`config.mk`:
```
export PLATFORM = sky130hd
export DESIGN_NAME = dmem_arbiter_flat
export DESIGN_NICKNAME = d
export VERILOG_FILES = /design/src/rtl/dmem_arbiter_if.sv /design/src/rtl/dmem_arbiter.sv /design/src/flat_wrapper.sv
export SDC_FILE = /design/constraint.sdc
export NUM_CORES = 1
export LEC_CHECK = 0
export ABC_CLOCK_PERIOD_IN_PS = 1300
export BUFFER_PORTS_ARGS = -buffer_cell sky130_fd_sc_hd__buf_2
export CORE_MARGIN = 4
export CORE_UTILIZATION = 41
export CTS_CLUSTER_SIZE = 24
export DETAILED_ROUTE_END_ITERATION = 6
export PLACE_DENSITY = 0.83
export SYNTH_ARGS = -nofsm -noshare
export SYNTH_HDL_FRONTEND = slang
export SYNTH_SLANG_ARGS = --single-unit
```
`constraint.sdc`:
```
create_clock -name clk -period 1.3 [get_ports clk]
set_clock_uncertainty 0.2 [all_clocks]
set_input_delay 0.13 -clock clk [delete_from_list [all_inputs] [get_ports clk]]
set_output_delay 0.13 -clock clk [all_outputs]
set_load 0.05 [all_outputs]
```
`src/rtl/dmem_arbiter_if.sv`:
```
// dmem_arbiter_if: request/response ports C and D plus the shared data memory port
interface dmem_arbiter_if;
  logic        c_req, c_we, c_gnt, c_rvalid, c_err;
  logic [2:0]  c_width;
  logic [31:0] c_addr, c_wdata, c_rdata;
  logic        d_req, d_we, d_gnt, d_rvalid, d_err;
  logic [2:0]  d_width;
  logic [31:0] d_addr, d_wdata, d_rdata;
  logic        mem_we;
  logic [2:0]  mem_width;
  logic [31:0] mem_addr, mem_wdata, mem_rdata;
  modport slave (
    input  c_req, c_we, c_width, c_addr, c_wdata,
    output c_gnt, c_rvalid, c_rdata, c_err,
    input  d_req, d_we, d_width, d_addr, d_wdata,
    output d_gnt, d_rvalid, d_rdata, d_err,
    output mem_we, mem_width, mem_addr, mem_wdata,
    input  mem_rdata
  );
  modport master (
    output c_req, c_we, c_width, c_addr, c_wdata,
    input  c_gnt, c_rvalid, c_rdata, c_err,
    output d_req, d_we, d_width, d_addr, d_wdata,
    input  d_gnt, d_rvalid, d_rdata, d_err,
    input  mem_we, mem_width, mem_addr, mem_wdata,
    output mem_rdata
  );
endinterface

```
`src/rtl/dmem_arbiter.sv`:
```
// dmem_arbiter: round-robin C/D arbiter with one-cycle memory access; DMEM_ARB_ALIGN_CHECK_EN adds misalignment faults
module dmem_arbiter #(
  parameter int unsigned DEPTH = 200
) (
  input logic            clk,
  input logic            rst_n,
  dmem_arbiter_if.slave  bus
);
  typedef enum logic {IDLE, ACCESS} state_e;
  state_e      state_q, state_d;
  logic        last_q, last_d, sel, any_req, we_sel, misalign, err_d;
  logic [2:0]  width_sel, hold_width_q;
  logic [31:0] addr_sel, wdata_sel, hold_addr_q, hold_wdata_q, rdata_d;
  logic        hold_we_q, hold_port_q, hold_err_q;
  logic        c_rvalid_q, c_err_q, d_rvalid_q, d_err_q;
  logic [31:0] c_rdata_q, d_rdata_q;
  always_comb begin
    any_req   = bus.c_req | bus.d_req;
    sel       = bus.c_req & bus.d_req ? ~last_q : bus.d_req;
    we_sel    = sel ? bus.d_we : bus.c_we;
    width_sel = sel ? bus.d_width : bus.c_width;
    addr_sel  = sel ? bus.d_addr : bus.c_addr;
    wdata_sel = sel ? bus.d_wdata : bus.c_wdata;
`ifdef DMEM_ARB_ALIGN_CHECK_EN
    misalign  = (width_sel[1:0] == 2'b01 & addr_sel[0]) | (width_sel == 3'b010 & |addr_sel[1:0]);
`else
    misalign  = 1'b0;
`endif
    err_d     = (addr_sel[31:2] >= 30'(DEPTH)) | misalign;
    state_d   = state_q == IDLE ? (any_req ? ACCESS : IDLE) : IDLE;
    last_d    = state_q == IDLE & any_req ? sel : last_q;
    bus.c_gnt = state_q == IDLE & bus.c_req & ~sel;
    bus.d_gnt = state_q == IDLE & bus.d_req & sel;
    rdata_d   = hold_err_q | hold_we_q ? '0 : bus.mem_rdata;
  end
  // Hold register keeps driving the memory bus after the access, so mem_* stay stable in IDLE
  assign bus.mem_we    = state_q == ACCESS & hold_we_q & ~hold_err_q;
  assign bus.mem_width = hold_width_q;
  assign bus.mem_addr  = hold_addr_q;
  assign bus.mem_wdata = hold_wdata_q;
  assign bus.c_rvalid  = c_rvalid_q;
  assign bus.c_rdata   = c_rdata_q;
  assign bus.c_err     = c_err_q;
  assign bus.d_rvalid  = d_rvalid_q;
  assign bus.d_rdata   = d_rdata_q;
  assign bus.d_err     = d_err_q;
  always_ff @(posedge clk or negedge rst_n)
    if (!rst_n) begin
      state_q <= IDLE;
      last_q  <= 1'b1;
    end else begin
      state_q <= state_d;
      last_q  <= last_d;
    end
  always_ff @(posedge clk or negedge rst_n)
    if (!rst_n) begin
      hold_we_q    <= 1'b0;
      hold_port_q  <= 1'b0;
      hold_err_q   <= 1'b0;
      hold_width_q <= 3'b010;
      hold_addr_q  <= '0;
      hold_wdata_q <= '0;
    end else if (state_q == IDLE && any_req) begin
      hold_we_q    <= we_sel;
      hold_port_q  <= sel;
      hold_err_q   <= err_d;
      hold_width_q <= width_sel;
      hold_addr_q  <= addr_sel;
      hold_wdata_q <= wdata_sel;
    end
  always_ff @(posedge clk or negedge rst_n)
    if (!rst_n) begin
      c_rvalid_q <= 1'b0;
      c_err_q    <= 1'b0;
      c_rdata_q  <= '0;
      d_rvalid_q <= 1'b0;
      d_err_q    <= 1'b0;
      d_rdata_q  <= '0;
    end else begin
      c_rvalid_q <= 1'b0;
      c_err_q    <= 1'b0;
      d_rvalid_q <= 1'b0;
      d_err_q    <= 1'b0;
      if (state_q == ACCESS && !hold_port_q) begin
        c_rvalid_q <= 1'b1;
        c_err_q    <= hold_err_q;
        c_rdata_q  <= rdata_d;
      end
      if (state_q == ACCESS && hold_port_q) begin
        d_rvalid_q <= 1'b1;
        d_err_q    <= hold_err_q;
        d_rdata_q  <= rdata_d;
      end
    end
endmodule
```
`src/flat_wrapper.sv`:
```
// flat-port wrapper written by rule: the top's interface ports become plain ports
module dmem_arbiter_flat 
#(
  parameter int unsigned DEPTH = 200
)
  (clk, rst_n, bus_c_req, bus_c_we, bus_c_width, bus_c_addr, bus_c_wdata, bus_c_gnt, bus_c_rvalid, bus_c_rdata, bus_c_err, bus_d_req, bus_d_we, bus_d_width, bus_d_addr, bus_d_wdata, bus_d_gnt, bus_d_rvalid, bus_d_rdata, bus_d_err, bus_mem_we, bus_mem_width, bus_mem_addr, bus_mem_wdata, bus_mem_rdata);
  dmem_arbiter_if bus_i ();
  input logic clk;
  input logic rst_n;
  input wire logic [$bits(bus_i.c_req)-1:0] bus_c_req;
  input wire logic [$bits(bus_i.c_we)-1:0] bus_c_we;
  input wire logic [$bits(bus_i.c_width)-1:0] bus_c_width;
  input wire logic [$bits(bus_i.c_addr)-1:0] bus_c_addr;
  input wire logic [$bits(bus_i.c_wdata)-1:0] bus_c_wdata;
  output wire logic [$bits(bus_i.c_gnt)-1:0] bus_c_gnt;
  output wire logic [$bits(bus_i.c_rvalid)-1:0] bus_c_rvalid;
  output wire logic [$bits(bus_i.c_rdata)-1:0] bus_c_rdata;
  output wire logic [$bits(bus_i.c_err)-1:0] bus_c_err;
  input wire logic [$bits(bus_i.d_req)-1:0] bus_d_req;
  input wire logic [$bits(bus_i.d_we)-1:0] bus_d_we;
  input wire logic [$bits(bus_i.d_width)-1:0] bus_d_width;
  input wire logic [$bits(bus_i.d_addr)-1:0] bus_d_addr;
  input wire logic [$bits(bus_i.d_wdata)-1:0] bus_d_wdata;
  output wire logic [$bits(bus_i.d_gnt)-1:0] bus_d_gnt;
  output wire logic [$bits(bus_i.d_rvalid)-1:0] bus_d_rvalid;
  output wire logic [$bits(bus_i.d_rdata)-1:0] bus_d_rdata;
  output wire logic [$bits(bus_i.d_err)-1:0] bus_d_err;
  output wire logic [$bits(bus_i.mem_we)-1:0] bus_mem_we;
  output wire logic [$bits(bus_i.mem_width)-1:0] bus_mem_width;
  output wire logic [$bits(bus_i.mem_addr)-1:0] bus_mem_addr;
  output wire logic [$bits(bus_i.mem_wdata)-1:0] bus_mem_wdata;
  input wire logic [$bits(bus_i.mem_rdata)-1:0] bus_mem_rdata;
  assign bus_i.c_req = bus_c_req;
  assign bus_i.c_we = bus_c_we;
  assign bus_i.c_width = bus_c_width;
  assign bus_i.c_addr = bus_c_addr;
  assign bus_i.c_wdata = bus_c_wdata;
  assign bus_c_gnt = bus_i.c_gnt;
  assign bus_c_rvalid = bus_i.c_rvalid;
  assign bus_c_rdata = bus_i.c_rdata;
  assign bus_c_err = bus_i.c_err;
  assign bus_i.d_req = bus_d_req;
  assign bus_i.d_we = bus_d_we;
  assign bus_i.d_width = bus_d_width;
  assign bus_i.d_addr = bus_d_addr;
  assign bus_i.d_wdata = bus_d_wdata;
  assign bus_d_gnt = bus_i.d_gnt;
  assign bus_d_rvalid = bus_i.d_rvalid;
  assign bus_d_rdata = bus_i.d_rdata;
  assign bus_d_err = bus_i.d_err;
  assign bus_mem_we = bus_i.mem_we;
  assign bus_mem_width = bus_i.mem_width;
  assign bus_mem_addr = bus_i.mem_addr;
  assign bus_mem_wdata = bus_i.mem_wdata;
  assign bus_i.mem_rdata = bus_mem_rdata;
  dmem_arbiter #(.DEPTH(DEPTH)) u_core (.clk(clk), .rst_n(rst_n), .bus(bus_i));
endmodule
```
==> results.sh, run 1 <==
export IMPL_synth_top_family_by_area="simple AND/OR/NAND/NOR gates"
export IMPL_cp_arrival_ps=2080
export IMPL_grt_first_pass_wirelength_um=46600
export IMPL_nNetsFinal=1357
export IMPL_drive_gt1_frac=0.525
export IMPL_drtAntennaViolNets=0
export IMPL_place_hpwl_um=14000
export IMPL_syn_to_final_growth_pct=118
export IMPL_numClockSinks=140
export IMPL_p_leak_uw=0.00639
export IMPL_synth_compound_area_frac=0.123
export IMPL_maxSlewViolCount=0
export IMPL_nFillCells=426
export IMPL_synth_xor_area_frac=0
export IMPL_drt_pass1_iter_count=5
export IMPL_synth_seq_cells=140
export IMPL_worst_setup_path_type="reg2reg"
export IMPL_status="complete, but fails checks"
export IMPL_tns_ps=-51140
export IMPL_power_density_nw_per_um2=1310
export IMPL_syn_nets=756
export IMPL_start_kind="flop"
export IMPL_fin_crit_sh=1.51
export IMPL_yosys_top_cells_area="dfrtp_1 (58%), mux2i_1 (11%), nand2_1 (10%)"
export IMPL_yosys_area_top_type="dfrtp_1"
export IMPL_hold_violations=0
export IMPL_gr_usage_all_layers=0.370
export IMPL_grt_max_degree=52
export IMPL_critPathRequiredTime_ps=1420
export IMPL_synthCells=584
export IMPL_worst_slew_pin_transition_ps=665
export IMPL_final_core_util=0.927
export IMPL_clock_latency_ps=420
export IMPL_multi_input_comb_area_sq_um=3060
export IMPL_seq_area_frac_synth=0.584
export IMPL_syn_area_sq_um=6000
export IMPL_avgSynthCellArea_sq_um=10.3
export IMPL_core_sq_um=14100
export IMPL_worstHoldPathType="in2async"
export IMPL_gp_congestion=0.828
export IMPL_vias=8295
export IMPL_ys_warn_count=0
export IMPL_worst_path_max_fanout=6
export IMPL_synth_cell_type_count=27
export IMPL_relSlewSlack=0.551
export IMPL_violations="setup timing"
export IMPL_clock_fmax_mhz=509
export IMPL_synthSimpleGateAreaFrac=0.127
export IMPL_rsz0062_at_grt="yes"
export IMPL_peakVddDrop_v=0.00115
export IMPL_placementRows=43
export IMPL_crit_path_end_kind="flop"
export IMPL_post_drt_wl_per_cell_um=28.7
export IMPL_finalWirelength_um=39600
export IMPL_overflow=0
export IMPL_die_width_um=129
export IMPL_cts_root_buf="clkbuf_16"
export IMPL_fp_dieH_um=129
export IMPL_num_io_pins=310
export IMPL_regArea_sq_um=3510
export IMPL_fin_ws_ps=-665
export IMPL_dieArea_sq_um=16600
export IMPL_clk_pin_slew_ps=70
export IMPL_numCtsBuffers=17
export IMPL_port_buffer_count=309
export IMPL_via_per_inst=6.01
export IMPL_drc=0
export IMPL_min_period_ps=1970
export IMPL_cts_tree="yes"
export IMPL_grt_pass1_vias=8238
export IMPL_start_util=0.426
export IMPL_synthMuxAreaShare=0.113
export IMPL_drv_cap=0
export IMPL_rrSetupSlack_ps=-670
export IMPL_cts_max_level=4
export IMPL_yosys_area_share_adder=0
export IMPL_finalSetupViolCount=263
export IMPL_ctsLongestPathBuffers=2
export IMPL_dp_slack_ps=-350
export IMPL_netlist_area_leader_share=0.575
export IMPL_drtIter0Drc=906
export IMPL_grt_antenna_before_repair=3
flip-flops by register name (all words and copies together) (netlist names):
register / cells
u_core.bus.c_rdata: 32
u_core.bus.d_rdata: 32
u_core.bus.mem_addr: 32
u_core.bus.mem_wdata: 32
u_core.bus.mem_width: 3
u_core.bus.c_err: 1
u_core.bus.c_rvalid: 1
u_core.bus.d_err: 1
u_core.bus.d_rvalid: 1
u_core.hold_err_q: 1
u_core.hold_port_q: 1
u_core.hold_we_q: 1
u_core.last_q: 1
u_core.state_q: 1
where the power goes:
part	total [uW]	switching, uW	internal, uW
Sequential	5350	508	4840
Combinational	6560	3900	2660
Clock	5190	2000	3190
cell usage in the layout (no fill, tap or decap), types with 5 or more instances in the layout:
| cell | instances |
|---|---|
| buf_12 | 19 |
| buf_2 | 170 |
| buf_4 | 107 |
| buf_6 | 146 |
| clkbuf_16 | 18 |
| dfrtp_1 | 137 |
| dlygate4sd3_1 | 169 |
| mux2i_1 | 38 |
| mux2i_2 | 20 |
| mux2i_4 | 10 |
| nand2_1 | 132 |
| nand2_4 | 22 |
| nand2_8 | 10 |
| nor4_1 | 10 |
| o21ai_1 | 61 |
| o21ai_2 | 68 |
| o21ai_4 | 5 |
critical path, cell delays in order (launching register included):
cell	delay (ps)
dfstp_2	590
a21boi_4	80
buf_4	170
bufbuf_16	280
buf_4	150
mux2i_1	140
o21ai_1	250
kinds of logic after synthesis:
logic type	after synthesis
compound gates	141
simple gates	190
buf+inv	45
mux	68
flops	140
final timing paths:
path                                                     start                              endpoint  cells after the start
setup / recovery                     u_core.last_q$_DFFE_PN1P_   u_core.bus.mem_wdata[3]$_DFFE_PN0P_                      6
hold / removal                                           rst_n   u_core.bus.mem_addr[31]$_DFFE_PN0P_                      2
setup reg to reg                     u_core.last_q$_DFFE_PN1P_   u_core.bus.mem_wdata[3]$_DFFE_PN0P_                      6
hold reg to reg            u_core.bus.mem_addr[11]$_DFFE_PN0P_   u_core.bus.mem_addr[11]$_DFFE_PN0P_                      2
max in group asynchronous                                rst_n  u_core.bus.mem_wdata[31]$_DFFE_PN0P_                      3
min in group clk                                     bus_d_req             u_core.last_q$_DFFE_PN1P_                      3
routing by layer:
metal	part of all wire	vias to the layer above	global-route usage	routed length, um
met5	0	-	0	0
met4	0.10	0	0.248	4070
met3	0.11	321	0.0899	4370
met2	0.47	826	0.646	18400
met1	0.32	3940	0.397	12700
li1	-	3208	-	-
repair_timing:
action,in CTS,in global routing
endpoints found under the setup margin,270,274
hold buffers,169,0
gates cloned,8,2
hold endpoints to repair,273,0
buffers inserted,31,61
pin swaps,54,36
gates resized for setup,417,128
through the flow:
stage | std cells | cell area, sq um | total power, uW | hold slack (ps)
finish | 1381 | 13100 | 17100 | 8.82
global route | 1380 | 13100 | 17500 | 24.7
CTS | 1315 | 12000 | 15600 | -12.7
detailed placement | 1076 | 8000 | 9140 | -155
global placement | 1076 | 8000 | 9070 | -160
floorplan | 584 | 6040 | 7840 | -366
synthesized netlist by cell type:
cell,n
o22ai_1,1
o21ai_0,39
a22oi_1,1
nand2b_1,1
nand3_1,4
and3_1,1
inv_1,4
buf_12,7
dfstp_2,2
nor4_1,10
buf_2,24
nand2_1,165
nand4_1,1
nand4b_1,1
buf_4,1
o21ai_1,94
mux2i_1,68
clkbuf_1,8
a21o_1,2
nor2_1,5
o21ai_2,1
o311ai_0,2
a21boi_4,1
nor3b_1,1
dfrtp_1,138
and2_1,1
inv_2,1
area by class of cell:
type,count,share of cell area
clock inverters,12,0.0132
clock buffers,19,0.0331
repair buffers,622,0.432
diodes,4,0.000766
inverters,5,0.00144
well taps,180,0.0172
multi-input cells,399,0.234
flip-flops and latches,140,0.268
(Power assumes the default switching activity.)
==> run 2, diff against run 1 <==
- CORE_MARGIN: 4 -> not set
- CTS_BUF_LIST: not set -> sky130_fd_sc_hd__clkbuf_16
- REMOVE_ABC_BUFFERS: not set -> 1
==> results.sh, run 2 <==
export IMPL_crit_endpoint="bus_c_gnt"
export IMPL_ys_warn_count=0
export IMPL_netlist_area_leader_share=0.575
export IMPL_stop_stage="global routing"
export IMPL_numCtsBuffers=17
export IMPL_synth_common_cells="nand2_1 (165), dfrtp_1 (138), o21ai_1 (94)"
export IMPL_syn_area_sq_um=6000
export IMPL_synth_cell_type_count=27
export IMPL_worst_endpoint_pin_kind="top-level output"
export IMPL_port_buffer_count=309
export IMPL_placementRows=43
export IMPL_place_hpwl_um=13000
export IMPL_status="did not finish"
export IMPL_fp_dieH_um=123
export IMPL_yosys_top_cells_area="dfrtp_1 (58%), mux2i_1 (11%), nand2_1 (10%)"
export IMPL_placed_area_sq_um=7980
export IMPL_synth_ff_type="dfrtp_1"
export IMPL_overflow=709
export IMPL_cts_max_level=4
export IMPL_ctsLongestPathBuffers=2
export IMPL_gr_usage_all_layers=0.915
export IMPL_async_reset_ff_frac=1.00
export IMPL_synth_seq_cells=140
export IMPL_grt_max_degree=56
export IMPL_synthCells=584
export IMPL_die_width_um=123
export IMPL_synth_edf_count=0
export IMPL_seq_area_frac_synth=0.584
export IMPL_avgSynthCellArea_sq_um=10.3
export IMPL_error="[ERROR GRT-0232] Routing congestion too high. Check the congestion heatmap in the GUI."
export IMPL_num_io_pins=310
export IMPL_cts_root_buf="clkbuf_16"
export IMPL_gp_congestion=0.817
export IMPL_yosysMostFrequentCell="nand2_1"
export IMPL_yosys_area_top_type="dfrtp_1"
export IMPL_start_util=0.426
export IMPL_numClockSinks=140
[run 2: cell counts after synthesis]
Identical to the previous run, type by type.
[run 2: stage by stage]
step | utilization | setup WS (ps) | hold WS, ps | TNS (ps) | cells
CTS | 0.891 | -507 | -87.6 | -42070 | 1345
detailed placement | 0.566 | -380 | -205 | -22180 | 1073
global placement | 0.566 | -327 | -202 | -19630 | 1073
floorplan | - | -2210 | -366 | -198880 | 544
[run 2: kinds of logic after synthesis]
| kind of cell | share of synthesized area |
|---|---|
| AOI/OAI and AO/OA | 0.123 |
| buffers and inverters | 0.0527 |
| DFF | 0.584 |
| and+or+nand+nor | 0.127 |
| muxes | 0.113 |
[run 2: timing repair]
| item | 4_1_cts |
|---|---|
| cloned | 16 |
| endpoints found under the setup margin | 263 |
| gates resized for setup | 463 |
| hold buffers | 169 |
| buffers inserted | 57 |
| hold endpoints to repair | 273 |
| pin swaps | 66 |
[run 2: layer usage]
| metal | GRT overflow | GRT usage |
|---|---|---|
| met1 | 3 | 0.841 |
| met2 | 442 | 1.13 |
| met3 | 2 | 0.698 |
| met4 | 260 | 1.14 |
| met5 | 2 | 0.194 |
==> run 3, diff against run 2 <==
- ABC_CLOCK_PERIOD_IN_PS: 1300 -> 1690
- CORE_UTILIZATION: 41 -> 40
- CTS_BUF_LIST: sky130_fd_sc_hd__clkbuf_16 -> not set
- CTS_CLUSTER_SIZE: 24 -> not set
- PLACE_DENSITY: 0.83 -> not set
- PLACE_DENSITY_LB_ADDON: not set -> 0.15
- clock period: 1.3 -> 1.69 ns (I/O delays scaled with it)
==> results.sh, run 3 (synthesized netlist as in run 1, its figures left out) <==
export IMPL_crit_path_end_kind="output pin"
export IMPL_p_total_uw=10600
export IMPL_r2r_cells=6
export IMPL_clock_latency_ps=410
export IMPL_via_per_inst=4.98
export IMPL_cts_max_level=4
export IMPL_start_kind="flop"
export IMPL_gp_congestion=0.838
export IMPL_finalWirelength_um=20600
export IMPL_post_drt_wl_per_cell_um=16.2
export IMPL_start_util=0.412
export IMPL_switching_power_uw=3820
export IMPL_dp_slack_ps=41.5
export IMPL_path_cells="a21boi_4 > nor3b_2 > buf_6"
export IMPL_grt_first_pass_wirelength_um=33100
export IMPL_numCtsBuffers=17
export IMPL_cts_tree="yes"
export IMPL_rsz0062_at_grt="yes"
export IMPL_peakVddDrop_v=0.000809
export IMPL_clock_fmax_mhz=550
export IMPL_max_stage_delay_ps=550
export IMPL_drv_cap=0
export IMPL_fin_ws_ps=-128
export IMPL_relSlewSlack=0.712
export IMPL_pwr_share_seq=0.371
export IMPL_crit_family="flip-flops"
export IMPL_drtIter0Drc=263
export IMPL_worst_path_max_fanout=3
export IMPL_drc=0
export IMPL_syn_to_final_growth_pct=69.9
export IMPL_drive_gt1_frac=0.358
export IMPL_cp_arrival_ps=1450
export IMPL_path_depth=3
export IMPL_grt_antenna_before_repair=1
export IMPL_core_sq_um=14600
export IMPL_p_leak_uw=0.00515
export IMPL_placementRows=44
export IMPL_dieArea_sq_um=15500
export IMPL_numClockSinks=140
export IMPL_cts_root_buf="clkbuf_16"
export IMPL_worst_setup_path_type="reg2out"
export IMPL_drtAntennaViolNets=0
export IMPL_violations="setup timing"
export IMPL_hold_violations=0
export IMPL_power_density_nw_per_um2=1040
export IMPL_worstHoldPathType="in2async"
export IMPL_nNetsFinal=1246
export IMPL_critPathRequiredTime_ps=1320
export IMPL_critPathSlowestCell="dfstp_2"
export IMPL_grt_pass1_vias=6729
export IMPL_mostFrequentLayoutCells="buf_2 (305), dlygate4sd3_1 (170), nand2_1 (164)"
export IMPL_clkPwrFrac=0.306
export IMPL_combPwrFrac=0.322
export IMPL_ctsLongestPathBuffers=2
export IMPL_fp_dieH_um=125
export IMPL_grt_max_degree=67
export IMPL_worst_slew_pin_transition_ps=428
export IMPL_min_period_ps=1820
export IMPL_status="complete, but fails checks"
export IMPL_maxSlewViolCount=0
export IMPL_gr_usage_all_layers=0.272
export IMPL_intPower_uw=6770
export IMPL_final_common_cell="buf_2"
export IMPL_vias=6327
export IMPL_overflow=0
export IMPL_tns_ps=-265
export IMPL_drt_pass1_iter_count=7
export IMPL_port_buffer_count=309
export IMPL_fin_crit_sh=1.08
export IMPL_finalSetupViolCount=5
export IMPL_place_hpwl_um=12600
export IMPL_clk_pin_slew_ps=60
export IMPL_path_buf_inv=1
export IMPL_swShare=0.361
export IMPL_die_width_um=125
export IMPL_num_io_pins=310
==> run 3: metal layers <==
metal,global-route usage,wire (um),part of all wire,vias to the layer above
met5,0,0,0,-
met4,0.176,1080,0.052,0
met3,0.0782,1500,0.073,87
met2,0.452,10200,0.49,338
met1,0.303,7880,0.38,2930
li1,-,-,-,2972
==> run 3: timing repair <==
item                                    in CTS  in global routing
endpoints found under the setup margin       3                 42
setup buffers                                4                  3
gates cloned                                 0                  1
pin swaps                                    3                  2
resized for setup                            9                 15
hold buffers                               170                  0
endpoints found under the hold margin      272                  0
==> run 3: final timing paths <==
kind                                                     from                             endpoint  slack, ps
setup / recovery                    u_core.last_q$_DFFE_PN1P_                            bus_c_gnt       -130
hold / removal                                          rst_n   u_core.bus.c_rdata[14]$_DFFE_PN0P_         20
setup reg to reg                    u_core.last_q$_DFFE_PN1P_  u_core.bus.mem_wdata[5]$_DFFE_PN0P_        -10
hold reg to reg            u_core.bus.d_rdata[11]$_DFFE_PN0P_   u_core.bus.d_rdata[11]$_DFFE_PN0P_        280
max in group asynchronous                               rst_n  u_core.bus.mem_width[1]$_DFFE_PN1P_        630
min in group clk                                    bus_d_req            u_core.last_q$_DFFE_PN1P_         60
==> run 3: stage by stage <==
stage	instances	util	hold WS (ps)	instance area [sq um]
after floorplan	544	-	-327	5710
after global placement	1061	0.535	-106	7810
after detailed placement	1061	0.535	-104	7810
after CTS	1265	0.691	21.0	10100
after global routing	1270	0.699	50.5	10200
final	1270	0.699	21.2	10200
==> run 3: final cells by class <==
| class | count | area, sq um |
|---|---|---|
| fill | 1018 | 4390 |
| timing repair buffer | 511 | 3680 |
| sequential | 140 | 3510 |
| multi-input combinational | 399 | 2250 |
| clock buffer | 23 | 468 |
| tap | 184 | 230 |
| clock inverter | 7 | 43.8 |
| inverter | 5 | 18.8 |
| antenna | 1 | 2.50 |
==> run 3: worst register-to-register path, cell delays in order (launching register included) <==
cell and delay (ps):
dfstp_2 550, a21boi_4 70, buf_4 160, buf_12 150, buf_4 170, mux2i_2 190, o21ai_1 100
==> run 3: power by group through the flow <==
stage | Clock, uW | Sequential (uW) | Combinational [uW]
5_1_grt | 3450 | 3980 | 3590
3_3_place_gp | 0 | 3960 | 2920
6_report | 3240 | 3930 | 3410
2_1_floorplan | 0 | 5200 | 708
3_5_place_dp | 0 | 3980 | 2960
4_1_cts | 3320 | 3920 | 3290
==> run 4, diff against run 3 <==
==> constraint.sdc (replaced) <==
create_clock -name clk -period 1.69 [get_ports clk]
set_clock_uncertainty 0.2 [all_clocks]
set_input_delay 0.0845 -clock clk [delete_from_list [all_inputs] [get_ports clk]]
set_output_delay 0.0845 -clock clk [all_outputs]
set_load 0.05 [all_outputs]
==> results.sh, run 4 (synthesized netlist as in run 1, its figures left out) <==
export IMPL_relSlewSlack=0.683
export IMPL_max_stage_delay_ps=550
export IMPL_die_width_um=125
export IMPL_finalWirelength_um=22800
export IMPL_worst_path_max_fanout=7
export IMPL_hold_violations=1
export IMPL_clock_latency_ps=410
export IMPL_instances_no_fill=1274
export IMPL_finalSetupViolCount=57
export IMPL_nNetsFinal=1248
export IMPL_final_common_cell="buf_2"
export IMPL_dpl_cell_count=1055
export IMPL_cts_max_level=4
export IMPL_path_cells="a21boi_4 > buf_4 > buf_8 > buf_12 > buf_12 > mux2i_2 > o21ai_1"
export IMPL_holdWs_ps=-4.42
export IMPL_critPathRequiredTime_ps=1780
export IMPL_peakVddDrop_v=0.000653
export IMPL_drtAntennaViolNets=0
export IMPL_worst_setup_path_type="reg2reg"
export IMPL_num_io_pins=310
export IMPL_critPathSlowestCell="dfstp_2"
export IMPL_power_density_nw_per_um2=1060
export IMPL_dieArea_sq_um=15500
export IMPL_gp_congestion=0.825
export IMPL_fp_dieH_um=125
export IMPL_cp_arrival_ps=1930
export IMPL_clock_fmax_mhz=543
export IMPL_crit_path_end_kind="flop"
export IMPL_place_hpwl_um=12500
export IMPL_gr_usage_all_layers=0.282
export IMPL_via_per_inst=5.15
export IMPL_worstHoldPathType="in2reg"
export IMPL_grt_pass1_vias=6833
export IMPL_clk_pin_slew_ps=60
export IMPL_cts_root_buf="clkbuf_16"
export IMPL_syn_to_final_growth_pct=73.3
export IMPL_port_buffer_count=309
export IMPL_numClockSinks=140
export IMPL_mostFrequentLayoutCells="buf_2 (305), dlygate4sd3_1 (173), nand2_1 (164)"
export IMPL_drc=0
export IMPL_cts_tree="yes"
export IMPL_crit_path_frequent_cell="buf_12"
export IMPL_p_leak_uw=0.00520
export IMPL_grt_antenna_before_repair=1
export IMPL_start_util=0.412
export IMPL_min_period_ps=1840
export IMPL_status="complete, but fails checks"
export IMPL_core_sq_um=14600
export IMPL_placementRows=44
export IMPL_rsz0062_at_grt="yes"
export IMPL_ctsLongestPathBuffers=2
export IMPL_drv_cap=0
export IMPL_post_drt_wl_per_cell_um=17.9
export IMPL_overflow=0
export IMPL_start_kind="flop"
export IMPL_p_total_uw=11000
export IMPL_maxSlewViolCount=0
export IMPL_grt_max_degree=67
export IMPL_violations="hold timing, setup timing"
export IMPL_drt_pass1_iter_count=6
export IMPL_drtIter0Drc=385
export IMPL_numCtsBuffers=17
export IMPL_drive_gt1_frac=0.368
export IMPL_vias=6567
export IMPL_worst_slew_pin_transition_ps=469
export IMPL_grt_first_pass_wirelength_um=34600
export IMPL_fin_ws_ps=-150
export IMPL_fin_crit_sh=1.09
==> run 4: changes by cell type in the layout (fill, tap and decap cells not counted), moves of 2 or more <==
cell | previous run | this run
buf_4 | 17 | 9
buf_6 | 6 | 4
buf_8 | 1 | 5
clkbuf_1 | 4 | 1
clkbuf_16 | 18 | 21
clkbuf_8 | 2 | 0
clkinvlp_4 | 2 | 5
dlygate4sd3_1 | 170 | 173
inv_6 | 0 | 2
mux2i_1 | 59 | 50
mux2i_2 | 9 | 16
mux2i_4 | 0 | 2
==> run 4: worst max-delay path: cells and delay by family, from the launching register on <==
| kind | cells | cell delay (ps) |
|---|---|---|
| muxes | 1 | 220 |
| buffers and inverters | 4 | 550 |
| AOI/OAI and AO/OA | 2 | 200 |
| DFF | 1 | 550 |
==> run 4: power by group <==
part	internal (uW)	total, uW	leakage (uW)	switching, uW
clock	2020	3490	0.000258	1470
combinational	1180	3560	0.00313	2380
sequential	3720	3950	0.00182	230
==> run 4: path summary, 6_finish.rpt <==
kind	startpoint	to	slack [ps]	cells past startpoint
setup / recovery	u_core.last_q$_DFFE_PN1P_	u_core.bus.mem_addr[18]$_DFFE_PN0P_	-150	7
hold / removal	bus_c_req	u_core.hold_err_q$_DFFE_PN0P_	-4	4
setup reg to reg	u_core.last_q$_DFFE_PN1P_	u_core.bus.mem_addr[18]$_DFFE_PN0P_	-150	7
hold reg to reg	u_core.bus.c_rdata[12]$_DFFE_PN0P_	u_core.bus.c_rdata[12]$_DFFE_PN0P_	280	2
max in group asynchronous	rst_n	u_core.bus.mem_width[1]$_DFFE_PN1P_	160	4
min in group asynchronous	rst_n	u_core.bus.c_rdata[23]$_DFFE_PN0P_	480	3
==> run 4: stage by stage <==
| step | utilization | setup TNS, ps | hold slack [ps] | instance area, sq um | setup WS, ps |
|---|---|---|---|---|---|
| after floorplan | - | -140140 | -411 | 5710 | -1780 |
| after global placement | 0.534 | 0 | -198 | 7790 | 107 |
| after global routing | 0.713 | -6570 | 40.2 | 10400 | -179 |
| after detailed placement | 0.534 | 0 | -187 | 7790 | 31.1 |
| final | 0.713 | -3640 | -4.42 | 10400 | -150 |
| after CTS | 0.693 | -358 | 3.81 | 10100 | -131 |
==> run 4: area by class of cell <==
class / instances / area [sq um]
multi-input combinational: 399 / 2300
clock buffer: 18 / 429
antenna: 1 / 2.50
clock inverter: 14 / 123
tap: 184 / 230
fill: 1013 / 4180
inverter: 5 / 18.8
sequential: 140 / 3510
timing repair buffer: 513 / 3790
==> run 4: repair_timing <==
item | 4_1_cts | 5_1_grt
resized for setup | 7 | 34
pin swaps | 1 | 11
endpoints found under the setup margin | 2 | 54
hold buffers | 173 | 1
hold endpoints to repair | 276 | 2
buffers inserted | 2 | 7
gates cloned | 0 | 4
==> run 4: metal layers <==
layer	wire, um	track usage	up-vias
met5	0	0	-
met4	1310	0.170	0
met3	1940	0.0747	110
met2	11300	0.469	431
met1	8280	0.323	3045
li1	-	-	2981
